File: src/rtl/micro_udp_engine_pkg.sv
`default_nettype none
// ============================================================================
//  Module      : micro_udp_engine_pkg
//  Description : Shared types and constants for the micro UDP engine.
//                - arp_packet_t : 224-bit ARP payload, MSB first (shared RX/TX)
//                - arp_oper_e   : ARP operation codes
//                - ARP_* / ETH_* constants and the arp_build() helper
//  Revision    : 1.0 - initial ARP TX support
// ============================================================================
package micro_udp_engine_pkg;

  localparam logic [15:0] ARP_HTYPE_ETH     = 16'h0001;
  localparam logic [15:0] ARP_PTYPE_IPV4    = 16'h0800;
  localparam logic [7:0]  ARP_HLEN_ETH      = 8'd6;
  localparam logic [7:0]  ARP_PLEN_IPV4     = 8'd4;
  localparam int          ARP_PAYLOAD_BITS  = 224;
  localparam logic [47:0] ETH_BROADCAST_MAC = 48'hFFFF_FFFF_FFFF;

  // Reply queue entry: {tha[47:0], tpa[31:0]}
  localparam int          ARP_REPLY_ENTRY_BITS = 80;

  typedef enum logic [15:0] {
    ARP_OPER_REQUEST = 16'd1,
    ARP_OPER_REPLY   = 16'd2
  } arp_oper_e;

  typedef struct packed {
    logic [15:0] htype;
    logic [15:0] ptype;
    logic [7:0]  hlen;
    logic [7:0]  plen;
    logic [15:0] oper;
    logic [47:0] sha;
    logic [31:0] spa;
    logic [47:0] tha;
    logic [31:0] tpa;
  } arp_packet_t;

  function automatic arp_packet_t arp_build(
    input arp_oper_e   oper,
    input logic [47:0] sha,
    input logic [31:0] spa,
    input logic [47:0] tha,
    input logic [31:0] tpa
  );
    arp_packet_t pkt;
    pkt.htype = ARP_HTYPE_ETH;
    pkt.ptype = ARP_PTYPE_IPV4;
    pkt.hlen  = ARP_HLEN_ETH;
    pkt.plen  = ARP_PLEN_IPV4;
    pkt.oper  = oper;
    pkt.sha   = sha;
    pkt.spa   = spa;
    pkt.tha   = tha;
    pkt.tpa   = tpa;
    return pkt;
  endfunction

endpackage
`default_nettype wire

File: src/rtl/micro_udp_engine_arp_tx_fifo.sv
`default_nettype none
// ============================================================================
//  Module      : micro_udp_engine_arp_tx_fifo
//  Description : Synchronous queue for pending ARP replies.
//                A push while full is accepted only when a pop happens in the
//                same cycle; otherwise it is ignored (caller counts drops).
//  Ports       : clk, reset          - clock, sync active-high reset
//                push, push_data     - write request and data
//                pop                 - read request (ignored when empty)
//                pop_data            - head entry (valid when !empty)
//                full, empty         - status flags
//  Revision    : 1.0 - initial version
// ============================================================================
module micro_udp_engine_arp_tx_fifo #(
  parameter int DEPTH = 4,
  parameter int WIDTH = 80
) (
  input  logic             clk,
  input  logic             reset,
  input  logic             push,
  input  logic [WIDTH-1:0] push_data,
  input  logic             pop,
  output logic [WIDTH-1:0] pop_data,
  output logic             full,
  output logic             empty
);

  localparam int         AW      = $clog2(DEPTH);
  localparam logic [AW:0] PTR_ONE = {{AW{1'b0}}, 1'b1};

  logic [WIDTH-1:0] mem [DEPTH];
  // One extra pointer bit distinguishes full from empty.
  logic [AW:0]      wr_ptr;
  logic [AW:0]      rd_ptr;
  logic             do_push;
  logic             do_pop;

  assign empty   = (wr_ptr == rd_ptr);
  assign full    = (wr_ptr[AW] != rd_ptr[AW]) && (wr_ptr[AW-1:0] == rd_ptr[AW-1:0]);
  assign do_pop  = pop && !empty;
  assign do_push = push && (!full || do_pop);
  assign pop_data = mem[rd_ptr[AW-1:0]];

  always_ff @(posedge clk) begin
    if (reset) begin
      wr_ptr <= '0;
      rd_ptr <= '0;
    end else begin
      if (do_push) wr_ptr <= wr_ptr + PTR_ONE;
      if (do_pop)  rd_ptr <= rd_ptr + PTR_ONE;
    end
  end

  always_ff @(posedge clk) begin
    if (do_push) mem[wr_ptr[AW-1:0]] <= push_data;
  end

endmodule
`default_nettype wire

File: src/rtl/micro_udp_engine_arp_tx.sv
`default_nettype none
// ============================================================================
//  Module      : micro_udp_engine_arp_tx
//  Description : ARP transmit engine. Queues reply requests, holds one
//                resolution request, and emits single-beat ARP payloads on a
//                256-bit Avalon-ST source (payload in [255:32]).
//                Priority: queued reply > held request > gratuitous.
//                Optional macro ARP_TX_GRATUITOUS_EN adds a periodic
//                gratuitous ARP every GRAT_PERIOD clk cycles.
//  Ports       : clk, reset                      - clock, sync active-high reset
//                arp_reply, arp_reply_tha/_tpa   - reply enqueue pulse + target
//                arp_request_valid/_tpa/_ready   - resolution request handshake
//                arp_tx_*                        - Avalon-ST source + dst MAC
//                reply_drop_cnt                  - saturating drop counter
//  Revision    : 1.0 - initial version
// ============================================================================
module micro_udp_engine_arp_tx #(
  parameter logic [47:0] CONFIG_MAC_ADDR  = 48'h02_00_00_00_00_01,
  parameter logic [31:0] CONFIG_IP_ADDR   = 32'hC0A8_0001,
  parameter int          REPLY_FIFO_DEPTH = 4,
  parameter int          GRAT_PERIOD      = 125_000_000
) (
  input  logic         clk,
  input  logic         reset,
  input  logic         arp_reply,
  input  logic [47:0]  arp_reply_tha,
  input  logic [31:0]  arp_reply_tpa,
  input  logic         arp_request_valid,
  input  logic [31:0]  arp_request_tpa,
  output logic         arp_request_ready,
  output logic [255:0] arp_tx_data,
  output logic [4:0]   arp_tx_empty,
  output logic         arp_tx_startofpacket,
  output logic         arp_tx_endofpacket,
  output logic         arp_tx_valid,
  input  logic         arp_tx_ready,
  output logic [47:0]  arp_tx_dst_mac,
  output logic [15:0]  reply_drop_cnt
);

  import micro_udp_engine_pkg::*;

  if ((REPLY_FIFO_DEPTH < 2) || (REPLY_FIFO_DEPTH > 16) ||
      ((REPLY_FIFO_DEPTH & (REPLY_FIFO_DEPTH - 1)) != 0) || (GRAT_PERIOD < 2)) begin : g_param_check
    $error("micro_udp_engine_arp_tx: illegal REPLY_FIFO_DEPTH or GRAT_PERIOD");
  end

  typedef enum logic [0:0] {
    ST_IDLE = 1'b0,
    ST_SEND = 1'b1
  } state_e;

  state_e      state;
  state_e      state_next;

  logic [ARP_REPLY_ENTRY_BITS-1:0] fifo_rd_data;
  logic        fifo_full;
  logic        fifo_empty;
  logic        fifo_pop;

  logic        req_full;
  logic [31:0] req_tpa;
  logic        req_take;

  logic        load;
  arp_packet_t load_pkt;
  logic [47:0] load_dst;
  arp_packet_t tx_pkt;
  logic [47:0] tx_dst;

  // ---------------------------------------------------------------- reply queue
  micro_udp_engine_arp_tx_fifo #(
    .DEPTH (REPLY_FIFO_DEPTH),
    .WIDTH (ARP_REPLY_ENTRY_BITS)
  ) u_reply_fifo (
    .clk       (clk),
    .reset     (reset),
    .push      (arp_reply),
    .push_data ({arp_reply_tha, arp_reply_tpa}),
    .pop       (fifo_pop),
    .pop_data  (fifo_rd_data),
    .full      (fifo_full),
    .empty     (fifo_empty)
  );

  // A simultaneous pop frees the slot, so only full-without-pop drops.
  always_ff @(posedge clk) begin
    if (reset) begin
      reply_drop_cnt <= '0;
    end else if (arp_reply && fifo_full && !fifo_pop && (reply_drop_cnt != 16'hFFFF)) begin
      reply_drop_cnt <= reply_drop_cnt + 16'd1;
    end
  end

  // --------------------------------------------------- request holding register
  assign arp_request_ready = !req_full;

  always_ff @(posedge clk) begin
    if (reset) begin
      req_full <= 1'b0;
      req_tpa  <= '0;
    end else if (req_take) begin
      req_full <= 1'b0;
    end else if (arp_request_valid && !req_full) begin
      req_full <= 1'b1;
      req_tpa  <= arp_request_tpa;
    end
  end

  // ------------------------------------------------------- gratuitous ARP timer
`ifdef ARP_TX_GRATUITOUS_EN
  logic [31:0] grat_cnt;
  logic        grat_pending;
  logic        grat_take;
  logic        grat_wrap;

  assign grat_wrap = (grat_cnt == 32'(GRAT_PERIOD - 1));

  // A wrap while already pending just re-sets the flag; requests never stack.
  always_ff @(posedge clk) begin
    if (reset) begin
      grat_cnt     <= '0;
      grat_pending <= 1'b0;
    end else begin
      grat_cnt <= grat_wrap ? 32'd0 : grat_cnt + 32'd1;
      if (grat_wrap)      grat_pending <= 1'b1;
      else if (grat_take) grat_pending <= 1'b0;
    end
  end
`endif

  // ------------------------------------------------------------------------ FSM
  always_ff @(posedge clk) begin
    if (reset) state <= ST_IDLE;
    else       state <= state_next;
  end

  always_comb begin
    state_next = state;
    fifo_pop   = 1'b0;
    req_take   = 1'b0;
    load       = 1'b0;
    load_pkt   = '0;
    load_dst   = '0;
`ifdef ARP_TX_GRATUITOUS_EN
    grat_take  = 1'b0;
`endif
    case (state)
      ST_IDLE: begin
        if (!fifo_empty) begin
          fifo_pop   = 1'b1;
          load       = 1'b1;
          load_pkt   = arp_build(ARP_OPER_REPLY, CONFIG_MAC_ADDR, CONFIG_IP_ADDR,
                                 fifo_rd_data[79:32], fifo_rd_data[31:0]);
          load_dst   = fifo_rd_data[79:32];
          state_next = ST_SEND;
        end else if (req_full) begin
          req_take   = 1'b1;
          load       = 1'b1;
          load_pkt   = arp_build(ARP_OPER_REQUEST, CONFIG_MAC_ADDR, CONFIG_IP_ADDR,
                                 48'h0, req_tpa);
          load_dst   = ETH_BROADCAST_MAC;
          state_next = ST_SEND;
        end
`ifdef ARP_TX_GRATUITOUS_EN
        else if (grat_pending) begin
          grat_take  = 1'b1;
          load       = 1'b1;
          load_pkt   = arp_build(ARP_OPER_REQUEST, CONFIG_MAC_ADDR, CONFIG_IP_ADDR,
                                 48'h0, CONFIG_IP_ADDR);
          load_dst   = ETH_BROADCAST_MAC;
          state_next = ST_SEND;
        end
`endif
      end
      ST_SEND: begin
        if (arp_tx_ready) state_next = ST_IDLE;
      end
      default: state_next = ST_IDLE;
    endcase
  end

  // ---------------------------------------------------------- output register
  always_ff @(posedge clk) begin
    if (reset) begin
      tx_pkt <= '0;
      tx_dst <= '0;
    end else if (load) begin
      tx_pkt <= load_pkt;
      tx_dst <= load_dst;
    end
  end

  assign arp_tx_valid         = (state == ST_SEND);
  assign arp_tx_startofpacket = arp_tx_valid;
  assign arp_tx_endofpacket   = arp_tx_valid;
  assign arp_tx_empty         = arp_tx_valid ? 5'd4 : 5'd0;
  assign arp_tx_data          = {tx_pkt, {(256 - ARP_PAYLOAD_BITS){1'b0}}};
  assign arp_tx_dst_mac       = tx_dst;

endmodule
`default_nettype wire

File: config.mk
export PLATFORM = sky130hd
export DESIGN_NAME = micro_udp_engine_arp_tx
export DESIGN_NICKNAME = d
export VERILOG_FILES = /design/src/rtl/micro_udp_engine_pkg.sv /design/src/rtl/micro_udp_engine_arp_tx_fifo.sv /design/src/rtl/micro_udp_engine_arp_tx.sv
export SDC_FILE = /design/constraint.sdc
export NUM_CORES = 1
export LEC_CHECK = 0
export CAP_MARGIN = 20
export CORE_MARGIN = 2
export CORE_UTILIZATION = 50
export CTS_CLUSTER_SIZE = 12
export DETAILED_ROUTE_END_ITERATION = 16
export GPL_ROUTABILITY_DRIVEN = 1
export PLACE_DENSITY = 0.81
export SLEW_MARGIN = 20
export SYNTH_ARGS = -nofsm -noshare
export SYNTH_HDL_FRONTEND = slang
export SYNTH_SLANG_ARGS = --single-unit
File: constraint.sdc
create_clock -name clk -period 10.3 [get_ports clk]
set_clock_uncertainty 0.05 [all_clocks]
set_input_delay 2.06 -clock clk [delete_from_list [all_inputs] [get_ports clk]]
set_output_delay 2.06 -clock clk [all_outputs]
set_load 0.02 [all_outputs]
==> summary.md <==
| Metric | Value |
|---|---|
| Die height | `~200 µm` |
| Hold WS | `approximately 0.41 ns` |
| RSZ-0062 raised after global routing | `false` |
| Routed via count | `approximately 12000` |
| Critical Path AT | `4.57 ns` |
| PwrDens | `approximately 270 nW/µm²` |
| Die width | `approximately 200 µm` |
| Sequential area share after synthesis | `0.6647` |
| Flop and latch count out of synthesis | `509` |
| PortBufs | `280` |
| Vias per cell | `roughly 5.5` |
| IO Count | `roughly 450` |
| Switching Fraction | `0.3336` |
| Post-synth EDFFs | `320` |
| Worst hold path class | `flop to flop` |
| Mapped Area | `between 20000 and 25000 µm²` |
| CTS max path bufs | `3` |
| CP cell instances | `clkdlybuf4s50_1 -> inv_1 -> a41oi_1 -> and2_4 -> buf_4` |
| Relative slew margins | `0.3524` |
| Detail Route Antenna Nets | `0` |
| Endpoint class of the critical path | `flop` |
| Stages on worst setup path | `5` |
| GP Congestion | `0.8186` |
| Startpoint types | `primary input` |
| Worst skew pair latency | `about 0.57 ns` |
| Area grow syn2layout | `20.33%` |
| H-tree depth | `2` |
| Hold Path Sink | `req_tpa[8]` |
| # nets final | `around 1800` |
| Hold Path Stages | `2` |
| DRC | `0` |
| Sw Pwr | `approximately 0.0022 W` |
| Die ar. | `between 40000 and 50000 µm²` |
| Reg2reg path depth | `4` |
| Initial Utilization | `0.5071` |
| Iteration-0 DRC Markers | `~660` |
| Fin crit share | `0.4300` |
| Crit path largest cell delay | `0.79 ns` |
| R2r setup slk | `7.20 ns` |
| Hold Path Origin | `req_tpa[8]` |
| Avg WL per Cell | `between 20 and 25 µm` |
| Wire length of the first global-routing pass | `70550 µm` |
| Comb power frac | `0.333` |
| Core Rows | `73` |
| Status | `completed` |
| Slew @ Worst Pin | `0.9715 ns` |
| Detailed Routing Iterations Pass 1 | `5` |
| Cells after synthesis | `roughly 1400` |
| Synth cell types | `46` |
| Postcts setup bufs | `0` |
| Antenna violations before repair | `13` |
| Worst-path clk slew | `~0.060 ns` |
| Mean post-synth cell area | `approximately 14 µm²` |
| Gr ovfl total | `0` |
| F_max | `around 230 MHz` |
| Sequential share of power | `0.416` |
| Vias in the first global route | `12206` |
| Leak Pwr | `8.413 nW` |
| Critical path class | `primary input to flop` |
| Final Non-Filler Cells | `roughly 2300` |
| Max-Cap Viols | `0` |
| FFs w/ async S/R, synth | `0` |
| Fin. max-slew vios | `0` |
| Met3 WL | `between 3000 and 4000 µm` |
| Root buf cell | `clkbuf_16` |
| Fin. Hold Viols | `0` |
| Post-Route WL | `between 40000 and 50000 µm` |
| CTS Buf Count | `50` |
| Peak VDD IR | `approximately 0.0002 V` |
| # clock sinks | `509` |
| Hold_buf cts | `0` |
| Top delay family on crit path | `buffers and inverters` |
| Dpl hpwl | `approximately 30000 µm` |
| Met2 wire len | `between 20000 and 25000 µm` |
| Core ar. | `slightly below 40000 µm²` |
| Highest Signal Layer | `met5` |
| Cells after DPL | `approximately 2200` |
| Crit-path max FO | `59` |
| Worst path bufs/invs | `3` |
| Gr usage total | `0.2215` |
| Slowest CP cell | `buf_4` |
| Minimum clock period | `4.429 ns` |
| Reg-to-Reg Start | `u_reply_fifo.rd_ptr[2]` |
| Final setup TNS | `0 ns` |
| DRT met1 WL | `17480 µm` |
| CTS tree | `done` |
| Yosys warning count | `0` |
| R2r endpoint | `u_reply_fifo.mem[2][13]` |
| Critical Path RT | `~10 ns` |
| Clk pwr share | `0.251` |
| Largest net degree at the start of global routing | `a little over 80` |
| Post_cts resized | `0` |
| Int Pwr | `approximately 0.0044 W` |
| Final setup violation count | `0` |
| Ys flop type | `edfxtp_1` |
| Layout cell share with drive strength beyond 1 | `0.1238` |
cell families after synthesis:
group | after synthesis | share of synthesized area
multiplexers | 87 | 0.09327
AO/OA/AOI/OAI | 222 | 0.07856
flip-flops | 509 | 0.6647
XOR/XNOR | 6 | 0.002981
AND/OR/NAND/NOR | 322 | 0.06899
adder cells (fa/ha/maj) | 6 | 0.003726
buffers and inverters | 278 | 0.08756
other | 1 | 0.0001861
metrics by stage:
| step | setup slack [ns] | instance area [µm²] | power (W) | utilization |
|---|---|---|---|---|
| after floorplan | 5.339 | 20760 | 0.004102 | - |
| after detailed placement | 5.271 | 22720 | 0.004958 | 0.5719 |
| after global routing | 5.742 | 24240 | 0.006858 | 0.6101 |
| final | 5.871 | 24240 | 0.006582 | 0.6102 |
| after CTS | 5.881 | 24190 | 0.006616 | 0.6088 |
| after global placement | 5.316 | 22720 | 0.004906 | 0.5717 |
sequential cells by signal, indices dropped and copies added (netlist names), named ones only:
register / count
u_reply_fifo.wr_ptr: 3
arp_tx_data: 83
req_tpa: 32
u_reply_fifo.rd_ptr: 3
reply_drop_cnt: 16
arp_tx_dst_mac: 48
u_reply_fifo.mem: 320
arp_tx_endofpacket: 1
req_full: 1
cell type report:
| type | instances | area (µm²) |
|---|---|---|
| Fill cell | 2848 | 15490 |
| Sequential cell | 509 | 13400 |
| Inverter | 9 | 33.78 |
| Clock buffer | 87 | 1411 |
| Tap cell | 525 | 656.9 |
| Multi-Input combinational cell | 808 | 5689 |
| Antenna cell | 11 | 27.53 |
| Timing Repair Buffer | 300 | 2970 |
| Clock inverter | 7 | 53.80 |
per-layer routing:
metal / vias to the layer above / global-route usage
li1: 5481 / -
met1: 6188 / 0.2607
met2: 563 / 0.3877
met3: 108 / 0.04407
met4: 4 / 0.1077
met5: - / 0
how the worst max path moves through the flow:
stage | start | to
2_1_floorplan | arp_reply | u_reply_fifo.wr_ptr[2]
3_3_place_gp | arp_reply | u_reply_fifo.mem[1][60]
3_5_place_dp | arp_reply | u_reply_fifo.mem[1][56]
4_1_cts | arp_reply | u_reply_fifo.mem[1][47]
5_1_grt | arp_reply | u_reply_fifo.mem[3][60]
6_report | arp_reply | u_reply_fifo.mem[2][13]
power by group through the flow:
stage	clock network [W]	registers [W]	logic (W)
floorplan	0	0.00297	0.00113
global placement	0	0.00277	0.00214
detailed placement	0	0.00278	0.00218
CTS	0.00168	0.00274	0.00220
global route	0.00176	0.00277	0.00233
finish	0.00165	0.00274	0.00219
synth_stat cells, types with 31 or more instances:
cell	number	area (µm²)
a211oi_1	32	240.2
a21oi_1	63	315.3
a22o_1	31	271.5
a31o_2	32	280.3
buf_4	183	1374
clkbuf_1	51	191.4
dfxtp_1	189	3784
edfxtp_1	320	9609
mux4_2	80	1802
nand2_1	73	274.0
nor2_1	165	619.3
nor3_1	36	180.2
o31ai_1	37	277.8
worst reg2reg max path, delay by kind of cell, from the launching register on:
kind | cells | cell delay (ns)
AO/OA/AOI/OAI | 1 | 0.62
XOR/XNOR | 1 | 0.22
buffers and inverters | 1 | 0.80
flip-flops | 1 | 0.48
AND/OR/NAND/NOR | 1 | 0.47
layout by cell type, fill, tap and decap left out, drive strengths merged, types with 33 or more instances in the layout:
master / synthesis / routed
dfxtp: 189 / 189
edfxtp: 320 / 320
nor2: 165 / 165
clkdlybuf4s50: 0 / 279
a21oi: 63 / 63
nor3: 36 / 36
a31o: 33 / 33
clkbuf: 51 / 87
conb: 1 / 165
nand2: 73 / 73
mux4: 80 / 80
o31ai: 37 / 37
(Power assumes the default switching activity.)
